$ cat src/rtl/btb.sv
// ---------------------------------------------------------------------------
// btb : fully associative branch target buffer
//
// Every entry holds a valid bit, a 30-bit tag (pc[31:2]), a 32-bit target and
// a 2-bit saturating direction counter.
//
// The IF lookup is purely combinational and reads only registered state.
// Branches resolved in EX update a matching entry. A taken branch that misses
// is allocated into the slot named by victim_index. ID-stage hits are sent to
// the replacement policy as recency refreshes.
//
// Ports
//   clk, resetn           clock (rising edge), async active-low reset
//   if_pc                 fetch PC to look up
//   hit, hit_index        lookup result and index of the matching entry
//   pred_taken            counter MSB of the matching entry (0 on miss)
//   pred_target           target of the matching entry (0 on miss)
//   id_valid, id_stall,
//   id_hit, id_hit_index  ID-stage instruction and its BTB hit info
//   ex_valid, ex_pc,
//   ex_taken, ex_target   resolved branch from EX
//   flush_all             invalidate every entry
//   victim_index          replacement candidate from the pseudo-LRU policy
//   replace_en            allocation happens this cycle
//   fresh_en,
//   fresh_line_index      recency refresh to the replacement policy
// ---------------------------------------------------------------------------
module btb #(
    parameter int WIDTH    = 4,
    parameter int LINE_NUM = 16
) (
    input  logic             clk,
    input  logic             resetn,
    input  logic [31:0]      if_pc,
    output logic             hit,
    output logic [WIDTH-1:0] hit_index,
    output logic             pred_taken,
    output logic [31:0]      pred_target,
    input  logic             id_valid,
    input  logic             id_stall,
    input  logic             id_hit,
    input  logic [WIDTH-1:0] id_hit_index,
    input  logic             ex_valid,
    input  logic [31:0]      ex_pc,
    input  logic             ex_taken,
    input  logic [31:0]      ex_target,
    input  logic             flush_all,
    input  logic [WIDTH-1:0] victim_index,
    output logic             replace_en,
    output logic             fresh_en,
    output logic [WIDTH-1:0] fresh_line_index
);

    logic [LINE_NUM-1:0] valid_q, valid_d;
    logic [29:0]         tag_q    [LINE_NUM];
    logic [29:0]         tag_d    [LINE_NUM];
    logic [31:0]         target_q [LINE_NUM];
    logic [31:0]         target_d [LINE_NUM];
    logic [1:0]          cnt_q    [LINE_NUM];
    logic [1:0]          cnt_d    [LINE_NUM];

    logic [LINE_NUM-1:0] if_match;
    logic [LINE_NUM-1:0] ex_match;
    logic [WIDTH-1:0]    ex_index;
    logic                ex_hit;

    // The PC byte offset is not part of the tag.
    logic unused_pc_lsbs;
    assign unused_pc_lsbs = ^{if_pc[1:0], ex_pc[1:0]};

    // Tags are unique among valid entries, so at most one match bit is set.
    // ORing the indices of the set bits therefore yields the matching index.
    always_comb begin
        if_match  = '0;
        ex_match  = '0;
        hit_index = '0;
        ex_index  = '0;
        for (int i = 0; i < LINE_NUM; i++) begin
            if_match[i] = valid_q[i] && (tag_q[i] == if_pc[31:2]);
            ex_match[i] = valid_q[i] && (tag_q[i] == ex_pc[31:2]);
            if (if_match[i]) hit_index = hit_index | WIDTH'(i);
            if (ex_match[i]) ex_index  = ex_index  | WIDTH'(i);
        end
        hit         = |if_match;
        ex_hit      = |ex_match;
        pred_taken  = hit && cnt_q[hit_index][1];
        pred_target = hit ? target_q[hit_index] : 32'h0;
    end

    // Gating with resetn keeps the policy strobes quiet while reset is held.
    // A flush suppresses both strobes because it also suppresses the write.
    assign replace_en       = resetn && !flush_all && ex_valid && ex_taken && !ex_hit;
    assign fresh_en         = resetn && !flush_all && id_valid && !id_stall && id_hit
                              && !replace_en;
    assign fresh_line_index = id_hit_index;

    always_comb begin
        valid_d  = valid_q;
        tag_d    = tag_q;
        target_d = target_q;
        cnt_d    = cnt_q;
        if (flush_all) begin
            // Only the valid bits clear. Tag, target and counter are kept.
            valid_d = '0;
        end else if (ex_valid) begin
            if (ex_hit) begin
                if (ex_taken) begin
                    if (cnt_q[ex_index] != 2'b11) cnt_d[ex_index] = cnt_q[ex_index] + 2'b01;
                    target_d[ex_index] = ex_target;
                end else begin
                    if (cnt_q[ex_index] != 2'b00) cnt_d[ex_index] = cnt_q[ex_index] - 2'b01;
                end
            end else if (ex_taken) begin
                valid_d[victim_index]  = 1'b1;
                tag_d[victim_index]    = ex_pc[31:2];
                target_d[victim_index] = ex_target;
                cnt_d[victim_index]    = 2'b10;
            end
        end
    end

    always_ff @(posedge clk or negedge resetn) begin
        if (!resetn) begin
            valid_q <= '0;
            for (int i = 0; i < LINE_NUM; i++) begin
                tag_q[i]    <= '0;
                target_q[i] <= '0;
                cnt_q[i]    <= 2'b01;
            end
        end else begin
            valid_q <= valid_d;
            for (int i = 0; i < LINE_NUM; i++) begin
                tag_q[i]    <= tag_d[i];
                target_q[i] <= target_d[i];
                cnt_q[i]    <= cnt_d[i];
            end
        end
    end

endmodule

$ cat config.mk
export PLATFORM = sky130hd
export DESIGN_NAME = btb
export DESIGN_NICKNAME = d
export VERILOG_FILES = /design/src/rtl/btb.sv
export SDC_FILE = /design/constraint.sdc
export NUM_CORES = 2
export LEC_CHECK = 0
export CAP_MARGIN = 10
export CORE_UTILIZATION = 50
export CTS_BUF_LIST = sky130_fd_sc_hd__clkbuf_4 sky130_fd_sc_hd__clkbuf_8
export DETAILED_ROUTE_END_ITERATION = 8
export DONT_BUFFER_PORTS = 1
export GPL_ROUTABILITY_DRIVEN = 0
export PLACE_DENSITY = 0.76
export SLEW_MARGIN = 10
export SYNTH_ARGS = -nofsm -noshare
export SYNTH_HDL_FRONTEND = slang
export SYNTH_SLANG_ARGS = --single-unit
$ cat constraint.sdc
create_clock -name clk -period 6.1 [get_ports clk]
set_clock_uncertainty 0.15 [all_clocks]
set_input_delay 0.915 -clock clk [delete_from_list [all_inputs] [get_ports clk]]
set_output_delay 0.915 -clock clk [all_outputs]
set_load 0.02 [all_outputs]
==> qor.yml <==
critical_path:
  startpoint_type: "flop"
  timing.rr.start: "tag_q[315]$_DFFE_PN0P_"
  crit_type: "reg -> out"
  cpPeakStageDelay_ns: 0.55
  arrival_ns: 4.73
  crit_chain: "xnor2_1 > nand4_1 > nor4_1 > nand4_1 > nand4_1 > or2_4 > buf_12 > mux2i_1 > mux2i_1 > mux2i_1 > o22ai_1"
  r2r-end: "cnt_q[17]$_DFFE_PN0P_"
  worstPathMaxFanout: 50
  worstRegToRegCells: 14
  reg2reg_slack_ns: 1.04
  endpoint_kind: "output port"
  cp.required_ns: 5.03
  slowest_stage: "o22ai_1"
pwr:
  power_density_nw_per_um2: 284
  leakage_nw: 26.1
  ir_drop_mv: 0.198
  total_power_mw: 17.6
yosys:
  synth-seq-cells: 1040
  ys_types: 75
  avgSynthCellArea_um2: 12.4
  syn_inst: 4605
  synth_nets: 4719
  syn-cell-area_um2: 57100
  synth_edf_count: 0
  ys_seq_area_share_pct: 45.6
  dominantRegCellSynth: "dfrtp_1"
  async_reset_ff_share_pct: 100
  yosys_warnings: 0
routing:
  ant_nets: 0
  wl_met3_mm: 16.3
  met2_wirelength_mm: 75.6
  wl_mm: 168
  vias: 37835
  drtIter0Drc: 3823
  viasPerCell: 6.11
  wire_per_inst_um: 27.1
  drc: 0
  wirelength_met1_mm: 66.3
  top_layer_used: "met5"
  firstDrtPassIters: 7
clocking:
  cts_setup_buffers: 0
  cts_made_buffers: 174
  cts.path.max_buffers: 3
  clk_pin_slew_ns: 0.07
  root_buffer: "clkbuf_8"
  h-tree-depth: 4
  worstSkewPairLatency_ns: 0.87
  tritoncts: "yes"
  cts_sinks: 1040
grt:
  grt_pass1_vias: 38411
  grt_max_degree: 270
  grt_use_total_pct: 28.9
  grt_overflow: 0
  grt_pass1_wl_mm: 250
  antenna_found_initial: 14
timing:
  maxSlewViolCount: 0
  finalSetupViolations: 0
  fin_setup_tns_ns: 0
  max_slew_margin_pct: 30.0
  tightestPinTransition_ns: 1.05
  fmax_mhz: 172
  rsz0062_at_grt: "false"
  fin_crit_ns: 5.80
  fin_crit_sh_pct: 95.0
  hold_viol_final: 0
placement:
  dp_hpwl_mm: 87.0
  port_buffers: 0
finish:
  final_nets: 4663
  syn_to_final_growth_pct: 8.60
  layout-drive-gt1-share_pct: 29.9
  nFillCells: 9286
status:
  status: "completed"
floorplan:
  initial_core_util_pct: 50.6
  core_area_um2: 113000
  chipHeight_um: 340
  pin_count: 156
  die_x_um: 340
  dieArea_um2: 116000
  row_count: 123
min_path:
  hold_path_class: "in -> reg"
  hold_path_end: "tag_q[55]$_DFFE_PN0P_"
  holdPathStages: 1
  hold_path_startpoint: "ex_pc[27]"
run:
  maxCapViolCount: 0
cells in the mapped netlist, types with 5 or more instances:
master / n / area [um^2]
dfrtp_1: 1024 / 25600
a21oi_1: 79 / 395
buf_2: 162 / 811
nor2_1: 92 / 345
nand3_1: 30 / 150
nand4_2: 8 / 100
nor2_4: 5 / 56.3
o31ai_1: 9 / 67.6
o31ai_2: 7 / 87.6
o22ai_1: 33 / 206
nor2_2: 6 / 37.5
nand2_1: 35 / 131
nand4_1: 212 / 1330
nand2b_1: 5 / 31.3
o21ai_0: 43 / 215
xnor2_1: 758 / 6640
nor4_1: 99 / 619
inv_1: 38 / 143
and2_1: 12 / 75.1
clkbuf_1: 83 / 312
buf_4: 70 / 526
mux2_1: 117 / 1320
nor2b_1: 7 / 43.8
dfstp_2: 16 / 420
mux2_2: 934 / 10500
buf_6: 79 / 890
xor2_1: 200 / 1750
and3_1: 9 / 56.3
a2bb2oi_1: 15 / 131
a22oi_1: 5 / 37.5
mux2i_1: 338 / 3380
worst max-delay path: cells and delay by family (launching register included):
family                 cells  cell delay (ns)
AO/OA/AOI/OAI              1             0.55
XOR/XNOR                   1             0.20
buffers and inverters      1             0.36
flip-flops                 1             0.45
multiplexers               3             0.42
AND/OR/NAND/NOR            5             1.84
per-stage QoR:
step           utilization (%)  instances  hold WS (ns)  worst slack (ns)  cell area, um^2
6_report                  54.9       6195        0.0600             0.302            62100
5_1_grt                   54.9       6189        0.0289             0.271            62000
4_1_cts                   54.9       6181     0.0000686             0.423            62000
3_5_place_dp              50.8       5783         0.321             0.806            57400
3_3_place_gp              50.8       5780         0.311             0.817            57300
2_1_floorplan                -       4605         0.302              1.45            57100
repair_timing:
| item | 4_1_cts | 5_1_grt |
|---|---|---|
| hold buffers | 88 | 0 |
| resized for setup | 0 | 0 |
| endpoints found under the setup margin | 0 | 0 |
| endpoints found under the hold margin | 591 | 0 |
layout by cell type (no fill, tap or decap), types with 8 or more instances in the layout:
cell           synthesis  routed
mux2_1               117     117
buf_12                 0      14
dlygate4sd3_1          0      87
nor2_1                92      91
a21oi_1               79      79
nor4_1                99      99
dfstp_2               16      16
a2bb2oi_1             15      15
o31ai_1                9       9
nand4_1              212     212
buf_4                 70      57
xnor2_1              758     758
xor2_1               200     200
clkinv_2               0       8
mux2i_1              338     338
inv_1                 38      38
nand3_1               30      30
clkbuf_8               0     205
nand2_1               35      33
diode_2                0      12
o21ai_0               43      43
dfrtp_1             1024    1024
and2_1                12      12
mux2_2               934     934
and3_1                 9       9
o22ai_1               33      33
nand4_2                8       8
clkbuf_4               0      83
buf_16                 0       9
nor2_4                 5      12
cell families (layout without fill, tap and decap cells):
group	count (synthesis)	count (layout)	synth area share [%]
buffers and inverters	437	515	4.73
flip-flops	1040	1040	45.6
other	0	12	0
AO/OA/AOI/OAI	226	226	2.58
multiplexers	1389	1389	26.6
AND/OR/NAND/NOR	553	553	5.75
adder cells (fa/ha/maj)	2	2	0.0438
XOR/XNOR	958	958	14.7
worst max-delay path by stage:
stage	start	endpoint	slack, ns	cells past startpoint
after floorplan	ex_pc[11]	cnt_q[7]$_DFFE_PN0P_	1.45	19
after global placement	resetn	target_q[401]$_DFFE_PN0P_	0.82	4
after detailed placement	ex_pc[14]	cnt_q[17]$_DFFE_PN0P_	0.81	16
after CTS	tag_q[38]$_DFFE_PN0P_	pred_target[5]	0.42	11
after global routing	tag_q[38]$_DFFE_PN0P_	pred_target[26]	0.27	13
final	tag_q[33]$_DFFE_PN0P_	pred_target[8]	0.30	11
area by class of cell:
cell class                      instances  area, um^2  area share [%]
Sequential cell                      1040       26000            42.0
Inverter                               38         143           0.230
Tap cell                             1500        1880            3.02
Timing Repair Buffer                  167        1830            2.94
Antenna cell                           12        30.0          0.0484
Clock inverter                         22         218           0.351
Clock buffer                          288        3440            5.55
Multi-Input combinational cell       3128       28500            45.9
registers in the layout, summed over array words and instances, names as in the netlist:
| name | flops |
|---|---|
| target_q | 512 |
| tag_q | 480 |
| cnt_q | 32 |
| valid_q | 16 |
metal layers:
layer	global-route usage, %	vias to the layer above
met4	16.3	2
met5	0	-
met2	44.4	1798
met1	37.1	19392
li1	-	16041
met3	7.29	602
power by group:
part | switching [mW] | total (mW) | internal, mW
clock | 2.87 | 6.51 | 3.64
sequential | 0.727 | 8.52 | 7.80
combinational | 1.02 | 2.59 | 1.58
Note: power is estimated with default switching activity, not from simulation.
